==> config.mk <==
export PLATFORM = sky130hd
export DESIGN_NAME = fixed_matrix_dot_scheduler
export DESIGN_NICKNAME = d
export VERILOG_FILES = /design/src/rtl/fixed_matrix_dot_pkg.sv /design/src/rtl/fixed_matrix_dot_scheduler.sv
export SDC_FILE = /design/constraint.sdc
export NUM_CORES = 1
export LEC_CHECK = 0
export BUFFER_PORTS_ARGS = -buffer_cell sky130_fd_sc_hd__buf_2
export CAP_MARGIN = 20
export CORE_UTILIZATION = 30
export DETAILED_ROUTE_END_ITERATION = 12
export GPL_TIMING_DRIVEN = 0
export HOLD_SLACK_MARGIN = 0.06
export PLACE_DENSITY = 0.65
export RECOVER_POWER = 50
export SLEW_MARGIN = 20
export SYNTH_ARGS = -nofsm -noshare
export SYNTH_HDL_FRONTEND = slang
export SYNTH_SLANG_ARGS = --single-unit
==> constraint.sdc <==
create_clock -name clk -period 2.7 [get_ports clk]
set_clock_uncertainty 0.15 [all_clocks]
set_input_delay 0.135 -clock clk [delete_from_list [all_inputs] [get_ports clk]]
set_output_delay 0.135 -clock clk [all_outputs]
set_load 0.01 [all_outputs]
==> src/rtl/fixed_matrix_dot_pkg.sv <==
// Shared types and helpers for the fixed-size matrix product scheduler.
// Holds the controller state encoding and a clog2 variant that never returns zero.
package fixed_matrix_dot_pkg;

  typedef enum logic [1:0] {
    IDLE,
    ISSUE,
    DRAIN,
    FIN
  } state_t;

  function automatic int clog2_min1(input int value);
    return (value <= 1) ? 1 : $clog2(value);
  endfunction

endpackage

==> src/rtl/fixed_matrix_dot_scheduler.sv <==
// Sequences A/B memory reads into an external streaming MAC and writes each
// dot-product result to C memory; completion is tracked purely by results received.
module fixed_matrix_dot_scheduler
  import fixed_matrix_dot_pkg::*;
#(
  parameter int BITS  = 16,
  parameter int ROWS  = 4,
  parameter int INNER = 10,
  parameter int COLS  = 4,
  localparam int AW = clog2_min1(ROWS * INNER),
  localparam int BW = clog2_min1(INNER * COLS),
  localparam int CW = clog2_min1(ROWS * COLS)
) (
  input  logic            clk,
  input  logic            rstn,
  input  logic            start,
  output logic            busy,
  output logic            done,
  output logic [AW-1:0]   a_addr,
  input  logic [BITS-1:0] a_data,
  output logic [BW-1:0]   b_addr,
  input  logic [BITS-1:0] b_data,
  output logic            mac_valid,
  output logic [BITS-1:0] mac_a,
  output logic [BITS-1:0] mac_b,
  input  logic            mac_out_valid,
  input  logic [BITS-1:0] mac_c,
  output logic            c_we,
  output logic [CW-1:0]   c_addr,
  output logic [BITS-1:0] c_data
);

  localparam int IW = clog2_min1(ROWS);
  localparam int JW = clog2_min1(COLS);
  localparam int KW = clog2_min1(INNER);

  localparam logic [IW-1:0] I_LAST = IW'(ROWS - 1);
  localparam logic [JW-1:0] J_LAST = JW'(COLS - 1);
  localparam logic [KW-1:0] K_LAST = KW'(INNER - 1);
  localparam logic [CW:0]   R_LAST = (CW + 1)'(ROWS * COLS - 1);

  state_t state;
  state_t state_next;

  logic [IW-1:0] i;
  logic [JW-1:0] j;
  logic [KW-1:0] k;
  logic [CW:0]   r;
  logic          issued_q;

  logic last_issue;
  logic c_write;
  logic r_full;

  assign last_issue = (i == I_LAST) && (j == J_LAST) && (k == K_LAST);
  assign c_write    = mac_out_valid && ((state == ISSUE) || (state == DRAIN));
  assign r_full     = c_write && (r == R_LAST);

  always_ff @(posedge clk or negedge rstn) begin
    if (!rstn) begin
      state <= IDLE;
    end else begin
      state <= state_next;
    end
  end

  // A full result count wins over the end of issue, so an early finish skips DRAIN.
  always_comb begin
    state_next = state;
    case (state)
      IDLE:    if (start) state_next = ISSUE;
      ISSUE: begin
        if (r_full) begin
          state_next = FIN;
        end else if (last_issue) begin
          state_next = DRAIN;
        end
      end
      DRAIN:   if (r_full) state_next = FIN;
      FIN:     state_next = IDLE;
      default: state_next = IDLE;
    endcase
  end

  // k is innermost so each run of INNER beats feeds one C element.
  always_ff @(posedge clk or negedge rstn) begin
    if (!rstn) begin
      i        <= '0;
      j        <= '0;
      k        <= '0;
      r        <= '0;
      issued_q <= 1'b0;
    end else begin
      issued_q <= (state == ISSUE);
      if ((state == IDLE) && start) begin
        i <= '0;
        j <= '0;
        k <= '0;
        r <= '0;
      end else begin
        if (state == ISSUE) begin
          if (k == K_LAST) begin
            k <= '0;
            if (j == J_LAST) begin
              j <= '0;
              i <= (i == I_LAST) ? '0 : i + 1'b1;
            end else begin
              j <= j + 1'b1;
            end
          end else begin
            k <= k + 1'b1;
          end
        end
        if (c_write) begin
          r <= r + 1'b1;
        end
      end
    end
  end

  always_comb begin
    busy      = (state != IDLE);
    done      = (state == FIN);
    a_addr    = '0;
    b_addr    = '0;
    if (state == ISSUE) begin
      a_addr = AW'(i) * AW'(INNER) + AW'(k);
      b_addr = BW'(k) * BW'(COLS) + BW'(j);
    end
    mac_valid = issued_q;
    mac_a     = issued_q ? a_data : '0;
    mac_b     = issued_q ? b_data : '0;
    c_we      = c_write;
    c_addr    = c_write ? r[CW-1:0] : '0;
    c_data    = c_write ? mac_c : '0;
  end

endmodule

==> impl_metrics.yaml, run 1 <==
sta:
  period_minus_slack_ps: 2090
  timing.final.setup_violations: 0
  finalCritPeriodShare_pct: 77.5
  tightestPinTransition_ps: 863
  relSlewSlack_pct: 42.5
  worst_hold_margin_ps: 148
  finalHoldViolCount: 0
  grt_setup_unrepaired: "false"
  setup_total_negative_slack_ps: 0
  fin_ws_ps: 609
  finalMaxSlewViolations: 0
  max_clock_freq_ghz: 0.478
yosys:
  syn_nets: 232
  synth.yosys.seq_area_share_pct: 28.4
  yosys_register_bits: 16
  synthArstFlopShare_pct: 100
  synth_cell_type_count: 34
  synth_enable_flop_cells: 0
  yosysWarningCount: 0
  main_flop_type_after_synthesis: "sky130_fd_sc_hd__dfrtp_1"
  mappedNetlistArea_mm2: 0.00141
  postSynthAreaPerCell_um2: 8.43
  synthesis.instances: 167
setup_path:
  cp-end-kind: "output pin"
  required_ps: 2410
  crit_arrival_ps: 1810
  crit_path_max_fanout: 8
  critPathLaunchType: "flip-flop"
  timing.setup.critical_path_class: "flip-flop to output pin"
  crit-reg2reg-launch: "r[0]"
  reg2reg_setup_slack_ps: 710
  regToRegEndpoint: "state[1]"
  ff2ff_path_depth: 6
detailed_routing:
  detailedRoute.firstPassIterationCount: 8
  dr.first_iter.drc_count: 70
  wl_per_cell_um: 11.3
  route.detailed.drc: 26
  finalWirelength_mm: 3.87
  drt.antenna.violating_nets: 0
  route.detailed.vias_per_inst: 4.56
  routed-via-count: 1565
worst_hold_path:
  worst_hold_path.num_cells: 3
  holdPathEnd: "state[0]"
  worst_hold_path_type: "input port to flip-flop"
  hold_start: "start"
die:
  dieArea_mm2: 0.00497
  die_width_um: 70.5
  ios: 120
  die_h_um: 70.5
  starting_density_of_the_core_pct: 31.7
  placement_rows: 24
  floorplan.core_area_mm2: 0.00444
clocking:
  total_cts_buffers: 3
  clk_pin_slew_ps: 60
  clk-insertion-delay-late_ps: 250
  post_cts_resized: 0
  total_setup_buffers_inserted_after_cts: 0
  htreeDepth: 1
  tritoncts: "done"
  clkSinkCount: 16
  clk_root_buffer_cell: "sky130_fd_sc_hd__clkbuf_8"
  cts_max_path_buffers: 2
  cts_hold_bufs: 1
global_routing:
  grt_antenna_before_repair: 0
  grt-busiest-layer: "met2"
  grt_pass1_vias: 1357
  groute.layer.met2.usage_pct: 28.3
  gr_layer_usage_met3_pct: 4.18
  maximum_number_of_pins_on_one_net_before_global_route_repair: 17
  grt_use_total_pct: 15.0
  gr-total-overflow: 0
  global_route_wire_length_before_repair_mm: 5.98
  met1_usage_pct: 16.8
placement:
  buffer_ports.inserted: 119
  place.detailed.hpwl_mm: 3.09
  preCtsSetupSlack_ps: 707
  weighted_congestion_reported_at_the_end_of_routability_driven_placement: 0.717
run_status:
  violated_checks: "design-rule violations"
  outcome: "complete, but fails checks"
pwr:
  p_leak_nw: 1.26
  totalPowerFinal_mw: 1.72
  ir_drop_v: 0.000565
  power_density_mw_per_mm2: 820
finish:
  layout.core_utilization_pct: 47.2
  layout-area-overhead-vs-synth_pct: 49.1
  final_net_count: 357
  drive_above_1_share_pct: 35.7
  antenna-diode-count: 0
job:
  max-cap-violations: 0
logic make-up (layout without fill, tap and decap cells):
group,after synthesis,count (layout),share of synthesized area (%)
simple gates,95,95,39.9
fa+ha+maj,13,13,12.1
flops,16,16,28.4
compound gates,16,16,7.47
mux,3,3,2.13
xor+xnor,7,7,4.36
buf+inv,17,141,5.60
sequential cells by signal, summed over array words and instances, names as in the netlist:
| signal | count |
|---|---|
| j | 2 |
| mac_valid | 1 |
| k | 4 |
| r | 5 |
| state | 2 |
| i | 2 |
placed cells by master (no fill, tap or decap), types with 2 or more instances in the layout:
master / synthesis / final
sky130_fd_sc_hd__inv_1: 5 / 5
sky130_fd_sc_hd__nand2_1: 5 / 5
sky130_fd_sc_hd__buf_2: 0 / 94
sky130_fd_sc_hd__and2_0: 0 / 7
sky130_fd_sc_hd__and2_1: 42 / 35
sky130_fd_sc_hd__mux2i_1: 3 / 3
sky130_fd_sc_hd__o21ai_0: 2 / 2
sky130_fd_sc_hd__nand3_1: 3 / 3
sky130_fd_sc_hd__dfrtp_1: 16 / 16
sky130_fd_sc_hd__xor2_1: 4 / 4
sky130_fd_sc_hd__clkbuf_8: 0 / 4
sky130_fd_sc_hd__ha_1: 12 / 12
sky130_fd_sc_hd__clkbuf_1: 9 / 35
sky130_fd_sc_hd__a211oi_1: 2 / 2
sky130_fd_sc_hd__and3_1: 22 / 22
sky130_fd_sc_hd__nor2_1: 12 / 12
sky130_fd_sc_hd__xnor2_1: 3 / 3
sky130_fd_sc_hd__a21oi_1: 6 / 6
sky130_fd_sc_hd__or3_1: 2 / 2
worst max-delay path, stage by stage, from the launching register on:
cell and delay [ps]:
sky130_fd_sc_hd__dfrtp_1 470, sky130_fd_sc_hd__ha_1 250, sky130_fd_sc_hd__fa_1 400, sky130_fd_sc_hd__xor2_1 170
sky130_fd_sc_hd__and2_1 140, sky130_fd_sc_hd__buf_2 130
synthesized netlist by cell type (2+ instances only):
cell type / instances / share of area [%]
sky130_fd_sc_hd__ha_1: 12 / 11
sky130_fd_sc_hd__buf_4: 2 / 1.1
sky130_fd_sc_hd__nand3_1: 3 / 1.1
sky130_fd_sc_hd__o21ai_0: 2 / 0.71
sky130_fd_sc_hd__xnor2_1: 3 / 1.9
sky130_fd_sc_hd__clkbuf_1: 9 / 2.4
sky130_fd_sc_hd__and3_1: 22 / 9.8
sky130_fd_sc_hd__inv_1: 5 / 1.3
sky130_fd_sc_hd__xor2_1: 4 / 2.5
sky130_fd_sc_hd__nor2_1: 12 / 3.2
sky130_fd_sc_hd__mux2i_1: 3 / 2.1
sky130_fd_sc_hd__a211oi_1: 2 / 1.1
sky130_fd_sc_hd__or3_1: 2 / 0.89
sky130_fd_sc_hd__and2_1: 42 / 19
sky130_fd_sc_hd__a21oi_1: 6 / 2.1
sky130_fd_sc_hd__dfrtp_1: 16 / 28
sky130_fd_sc_hd__nand2_1: 5 / 1.3
routing by layer:
layer	share of wire, %	up-vias
met1	42	678
li1	-	805
met2	49	80
met3	8.5	2
met5	0	-
met4	1.0	0
metrics by stage:
step                cells  cell area, µm²
floorplan             167            1410
global placement      338            2070
detailed placement    338            2070
CTS                   343            2130
global route          343            2100
finish                343            2100
worst max path at each step:
stage	depth (start not counted)	slack (ps)	from	endpoint
after floorplan	6	820	r[0]	state[1]
after global placement	6	730	r[0]	state[1]
after detailed placement	6	710	r[0]	state[1]
after CTS	5	610	k[1]	a_addr[3]
after global routing	6	470	k[2]	a_addr[4]
final	5	610	k[1]	a_addr[3]
where the power goes:
group | internal [mW] | total, mW | switching (mW)
logic | 0.475 | 1.10 | 0.622
clock network | 0.129 | 0.212 | 0.0825
registers | 0.319 | 0.412 | 0.0936
total | 0.923 | 1.72 | 0.798
layout make-up:
type	instances	area, µm²
flip-flops and latches	16	400
inverters	5	18.8
well taps	52	65.1
clock buffers	4	55.1
repair buffers	120	574
fillers	451	2350
plain buffers	12	56.3
multi-input cells	134	928
No activity file was read; power rests on OpenSTA's default activity.
==> run 2: changes to the inputs <==
--- a/config.mk
+++ b/config.mk
@@ -11,7 +11,7 @@
 export DETAILED_ROUTE_END_ITERATION = 12
 export GPL_TIMING_DRIVEN = 0
 export HOLD_SLACK_MARGIN = 0.06
-export PLACE_DENSITY = 0.65
+export PLACE_DENSITY = 0.68
 export RECOVER_POWER = 50
 export SLEW_MARGIN = 20
 export SYNTH_ARGS = -nofsm -noshare
==> constraint.sdc (replaced) <==
create_clock -name clk -period 1.9 [get_ports clk]
set_clock_uncertainty 0.15 [all_clocks]
set_input_delay 0.095 -clock clk [delete_from_list [all_inputs] [get_ports clk]]
set_output_delay 0.095 -clock clk [all_outputs]
set_load 0.01 [all_outputs]
==> run 2 against run 1 <==
Compared with the run above:
- cell count is 1.7% higher
- sequential power increased by 36%
- the flow still finishes with violations (design-rule violations)
- flip-flop and latch count is the same
- combinational power increased by 57%
- global-route usage down 0.70 points
- critical endpoint is now a_addr[4]
- power grew 51%
- critical path depth grew 1
- register-to-register slack worse by 650 ps
- worst setup slack worse by 570 ps
- sequential share of layout area fell by 1.1 points
==> impl_metrics.yaml, run 2 (synthesis results as in run 1) <==
sta:
  tightestPinTransition_ps: 911
  grt_setup_unrepaired: "true"
  worst_hold_margin_ps: 101
  finalMaxSlewViolations: 0
  max_clock_freq_ghz: 0.538
  timing.final.setup_violations: 0
  finalCritPeriodShare_pct: 97.8
  setup_total_negative_slack_ps: 0
  finalHoldViolCount: 0
  period_minus_slack_ps: 1860
  relSlewSlack_pct: 39.3
detailed_routing:
  routed-via-count: 1599
  drt.antenna.violating_nets: 0
  finalWirelength_mm: 3.76
  dr.first_iter.drc_count: 72
  route.detailed.drc: 26
  route.detailed.vias_per_inst: 4.58
  wl_per_cell_um: 10.8
  detailedRoute.firstPassIterationCount: 9
setup_path:
  critPathLaunchType: "flip-flop"
  crit-reg2reg-launch: "r[1]"
  critPathSlowestCell: "sky130_fd_sc_hd__dfrtp_2"
  timing.critical_path.cells: "ha_4 > a21o_1 > a21oi_2 > xnor2_1 > and2_1 > buf_2"
  cp-end-kind: "output pin"
  crit_path_max_fanout: 3
  crit_arrival_ps: 1610
  worst_setup_path_startpoint: "i[1]"
  timing.setup.critical_path_class: "flip-flop to output pin"
  crit_path_max_incr_delay_ps: 450
  reg2reg_setup_slack_ps: 60
  required_ps: 1650
global_routing:
  maximum_number_of_pins_on_one_net_before_global_route_repair: 18
  gr_layer_usage_met3_pct: 3.61
  groute.layer.met2.usage_pct: 26.5
  grt_antenna_before_repair: 0
  grt_pass1_vias: 1358
  grt-busiest-layer: "met2"
  met1_usage_pct: 16.8
  gr-total-overflow: 0
  grt_use_total_pct: 14.3
  global_route_wire_length_before_repair_mm: 5.83
die:
  starting_density_of_the_core_pct: 31.7
  placement_rows: 24
  ios: 120
  floorplan.core_area_mm2: 0.00444
  die_h_um: 70.5
  die_width_um: 70.5
  dieArea_mm2: 0.00497
pwr:
  ir_drop_v: 0.000744
  power_density_mw_per_mm2: 1160
  p_leak_nw: 1.31
finish:
  largest_reg_flops: 5
  max_flop_register: "r"
  most-common-layout-cells: "103 x sky130_fd_sc_hd__buf_2, 33 x sky130_fd_sc_hd__and2_1, 21 x sky130_fd_sc_hd__clkbuf_1, 20 x sky130_fd_sc_hd__and3_1, 13 x sky130_fd_sc_hd__dfrtp_1"
  final_net_count: 363
  drive_above_1_share_pct: 46.5
  antenna-diode-count: 0
  biggestRegsByFlops: "r: 5 flops, k: 4 flops"
  layout-area-overhead-vs-synth_pct: 59.6
  mostFrequentLayoutCell: "sky130_fd_sc_hd__buf_2"
clocking:
  clk_pin_slew_ps: 60
  cts_max_path_buffers: 2
  clkSinkCount: 16
  clk-insertion-delay-late_ps: 250
  clk_root_buffer_cell: "sky130_fd_sc_hd__clkbuf_8"
  total_cts_buffers: 3
  tritoncts: "done"
  htreeDepth: 1
worst_hold_path:
  hold_start: "start"
  worst_hold_path_type: "input port to flip-flop"
placement:
  place.detailed.hpwl_mm: 2.95
  buffer_ports.inserted: 119
  weighted_congestion_reported_at_the_end_of_routability_driven_placement: 0.731
job:
  max-cap-violations: 0
run_status:
  outcome: "complete, but fails checks"
  violated_checks: "design-rule violations"
-- run 2: cell types whose count changed in the layout (fill, tap and decap cells not counted), moves of 3 or more --
cell                       change
sky130_fd_sc_hd__clkbuf_1     -14
sky130_fd_sc_hd__ha_1          -6
sky130_fd_sc_hd__dfrtp_2       +3
sky130_fd_sc_hd__ha_4          +4
sky130_fd_sc_hd__buf_2         +9
sky130_fd_sc_hd__buf_4         +8
sky130_fd_sc_hd__dfrtp_1       -3
-- run 2: report_power, final --
group | switching, mW | internal (mW) | leakage [nW] | total [mW]
logic | 0.922 | 0.812 | 1.08 | 1.73
clock network | 0.120 | 0.184 | 0.0288 | 0.304
registers | 0.106 | 0.455 | 0.204 | 0.562
-- run 2: per-layer routing --
| metal | share of wire, % | vias to the layer above |
|---|---|---|
| met5 | 0 | - |
| met4 | 0.27 | 0 |
| met3 | 9.7 | 3 |
| met2 | 48 | 79 |
| met1 | 42 | 699 |
| li1 | - | 818 |
-- run 2: critical path, delay by kind of cell, from the launching register on --
| kind | cells | cell delay (ps) |
|---|---|---|
| XOR/XNOR | 1 | 120 |
| adder cells (fa/ha/maj) | 1 | 240 |
| AND/OR/NAND/NOR | 1 | 130 |
| buffers and inverters | 1 | 120 |
| AO/OA/AOI/OAI | 2 | 310 |
| flip-flops | 1 | 450 |
-- run 2: final cells by class --
type | count | area (µm²)
fill | 425 | 2200
multi-input combinational | 134 | 1000
tap | 52 | 65.1
clock buffer | 4 | 55.1
buffer | 10 | 57.6
sequential | 16 | 404
timing repair buffer | 128 | 646
inverter | 5 | 18.8
-- run 2: final timing paths --
kind	to	depth (start not counted)
setup / recovery	a_addr[4]	6
setup reg to reg	state[1]	6
max in group asynchronous	k[1]	2
hold reg to reg	r[4]	2
hold / removal	state[0]	3
min in group asynchronous	r[3]	2
-- run 2: repair_timing --
action | in CTS | in global routing
pin swaps | 2 | 12
endpoints found under the hold margin | 16 | 0
hold buffers | 1 | 0
resized for setup | 10 | 12
setup endpoints to repair | 32 | 26
setup buffers | 6 | 2
-- run 2: metrics by stage --
| step | cell area, µm² | util (%) | instances | total power, mW | setup slack [ps] |
|---|---|---|---|---|---|
| 3_3_place_gp | 2070 | 46.5 | 338 | 2.16 | -68.2 |
| 2_1_floorplan | 1410 | - | 167 | 1.61 | 23.7 |
| 3_5_place_dp | 2070 | 46.5 | 338 | 2.18 | -79.4 |
| 5_1_grt | 2250 | 50.5 | 349 | 2.86 | -20.2 |
| 4_1_cts | 2210 | 49.7 | 347 | 2.56 | 13.5 |
| 6_report | 2250 | 50.5 | 349 | 2.60 | 41.3 |
==> run 3: changes to the inputs <==
--- a/config.mk
+++ b/config.mk
@@ -11,7 +11,7 @@
 export DETAILED_ROUTE_END_ITERATION = 12
 export GPL_TIMING_DRIVEN = 0
 export HOLD_SLACK_MARGIN = 0.06
-export PLACE_DENSITY = 0.68
+export PLACE_DENSITY = 0.65
 export RECOVER_POWER = 50
 export SLEW_MARGIN = 20
 export SYNTH_ARGS = -nofsm -noshare
==> constraint.sdc (replaced) <==
create_clock -name clk -period 1.95 [get_ports clk]
set_clock_uncertainty 0.15 [all_clocks]
set_input_delay 0.0975 -clock clk [delete_from_list [all_inputs] [get_ports clk]]
set_output_delay 0.0975 -clock clk [all_outputs]
set_load 0.01 [all_outputs]
==> run 3 against run 2 <==
Compared with the run above:
- the flow still finishes with violations (design-rule violations)
- hold slack gained 5.4 ps
- worst setup slack gained 22 ps
- critical path depth grew 1
- sequential share of layout area grew 0.19 points
==> impl_metrics.yaml, run 3 (synthesis results as in run 1) <==
run_status:
  outcome: "complete, but fails checks"
  violated_checks: "design-rule violations"
finish:
  most-common-layout-cells: "95 x sky130_fd_sc_hd__buf_2, 36 x sky130_fd_sc_hd__and2_1, 29 x sky130_fd_sc_hd__clkbuf_1, 20 x sky130_fd_sc_hd__and3_1"
  antenna-diode-count: 0
  max_flop_register: "r"
  final_net_count: 364
  biggestRegsByFlops: "r: 5 flops, k: 4 flops"
  layout.cell_area.non_filler_mm2: 0.00223
  mostFrequentLayoutCell: "sky130_fd_sc_hd__buf_2"
  final-instance-count-excl-fill: 350
  drive_above_1_share_pct: 44.3
  n_fill_cell: 448
  layout-area-overhead-vs-synth_pct: 58.4
  largest_reg_flops: 5
  layout.core_utilization_pct: 50.2
sta:
  relSlewSlack_pct: 39.9
  fin_ws_ps: 63.0
  finalCritPeriodShare_pct: 96.8
  period_minus_slack_ps: 1890
  finalMaxSlewViolations: 0
  tightestPinTransition_ps: 901
  max_clock_freq_ghz: 0.530
  grt_setup_unrepaired: "true"
  finalHoldViolCount: 0
  timing.final.setup_violations: 0
clocking:
  htreeDepth: 1
  clk-insertion-delay-late_ps: 250
  total_cts_buffers: 3
  clk_root_buffer_cell: "sky130_fd_sc_hd__clkbuf_8"
  cts_max_path_buffers: 2
  clk_pin_slew_ps: 60
  tritoncts: "done"
  clkSinkCount: 16
setup_path:
  crit_path_max_fanout: 4
  required_ps: 1920
  crit-reg2reg-launch: "r[1]"
  critPathSlowestCell: "sky130_fd_sc_hd__dfrtp_1"
  critPathLaunchType: "flip-flop"
  timing.critical_path.cells: "ha_2 > and3_4 > ha_4 > and3_4 > a211o_1 > o211ai_1 > a32oi_1"
  crit_path_max_incr_delay_ps: 410
  crit_arrival_ps: 1860
  crit_top_cell: "sky130_fd_sc_hd__and3_4"
  worst_setup_path_startpoint: "r[1]"
  cp-end-kind: "flip-flop"
  timing.setup.critical_path_class: "flip-flop to flip-flop"
global_routing:
  grt_pass1_vias: 1382
  global_route_wire_length_before_repair_mm: 6.15
  groute.layer.met2.usage_pct: 29.2
  grt_use_total_pct: 15.5
  met1_usage_pct: 17.5
  gr_layer_usage_met3_pct: 4.18
  grt-busiest-layer: "met2"
  grt_antenna_before_repair: 0
  maximum_number_of_pins_on_one_net_before_global_route_repair: 18
  gr-total-overflow: 0
detailed_routing:
  route.detailed.vias_per_inst: 4.60
  detailedRoute.firstPassIterationCount: 8
  drt.antenna.violating_nets: 0
  dr.first_iter.drc_count: 57
  route.detailed.drc: 26
  finalWirelength_mm: 4.10
  routed-via-count: 1609
  wl_per_cell_um: 11.7
placement:
  preCtsSetupSlack_ps: -43.5
  dp_cells: 338
  weighted_congestion_reported_at_the_end_of_routability_driven_placement: 0.717
  place.detailed.hpwl_mm: 3.09
  placed_cell_area_mm2: 0.00207
  buffer_ports.inserted: 119
pwr:
  totalPowerFinal_mw: 2.49
  power_density_mw_per_mm2: 1120
  p_leak_nw: 1.29
  ir_drop_v: 0.000835
die:
  starting_density_of_the_core_pct: 31.7
  dieArea_mm2: 0.00497
  floorplan.core_area_mm2: 0.00444
  placement_rows: 24
  ios: 120
  die_h_um: 70.5
  die_width_um: 70.5
job:
  max-cap-violations: 0
worst_hold_path:
  hold_start: "start"
  worst_hold_path_type: "input port to flip-flop"
## run 3: routing by layer
layer / vias to the layer above / wire (µm)
met5: - / 0
met4: 0 / 39
met3: 2 / 334
met2: 82 / 2020
met1: 706 / 1710
li1: 819 / -
## run 3: where the power goes
part | leakage [nW] | internal (mW) | total [mW] | switching, mW
logic | 1.06 | 0.736 | 1.63 | 0.896
registers | 0.203 | 0.444 | 0.566 | 0.122
clock network | 0.0288 | 0.179 | 0.292 | 0.113
## run 3: critical path: cells and delay by family (launching register included)
| kind | cells | cell delay (ps) |
|---|---|---|
| AOI/OAI and AO/OA | 3 | 490 |
| adders and majority gates | 2 | 360 |
| DFF | 1 | 410 |
| and+or+nand+nor | 2 | 350 |
## run 3: timing repair
action                                  CTS  global route
endpoints found under the setup margin   32            19
resized for setup                         8            13
hold buffers                              1             0
endpoints found under the hold margin    16             0
pin swaps                                 1            13
setup buffers                             5             4
## run 3: path summary, 6_finish.rpt
kind,cells after the start,to,slack [ps]
hold / removal,3,state[0],110
setup reg to reg,7,state[0],60
min in group asynchronous,2,r[1],350
max in group asynchronous,2,k[1],690
hold reg to reg,2,j[0],420
setup / recovery,7,state[0],60
## run 3: cell type report
type                            count  area [µm²]  area share, %
Multi-Input combinational cell    134         987           44.3
Timing Repair Buffer              129         643           28.8
Sequential cell                    16         405           18.2
Tap cell                           52        65.1           2.92
Clock buffer                        4        55.1           2.47
Buffer                             10        55.1           2.47
Inverter                            5        18.8          0.842
## run 3: per-stage QoR
step / TNS, ps / hold slack, ps
after global routing: -61.6 / 146
final: 0 / 107
after floorplan: 0 / -348
after detailed placement: -72.0 / -114
after global placement: -19.7 / -111
after CTS: 0 / 90.1
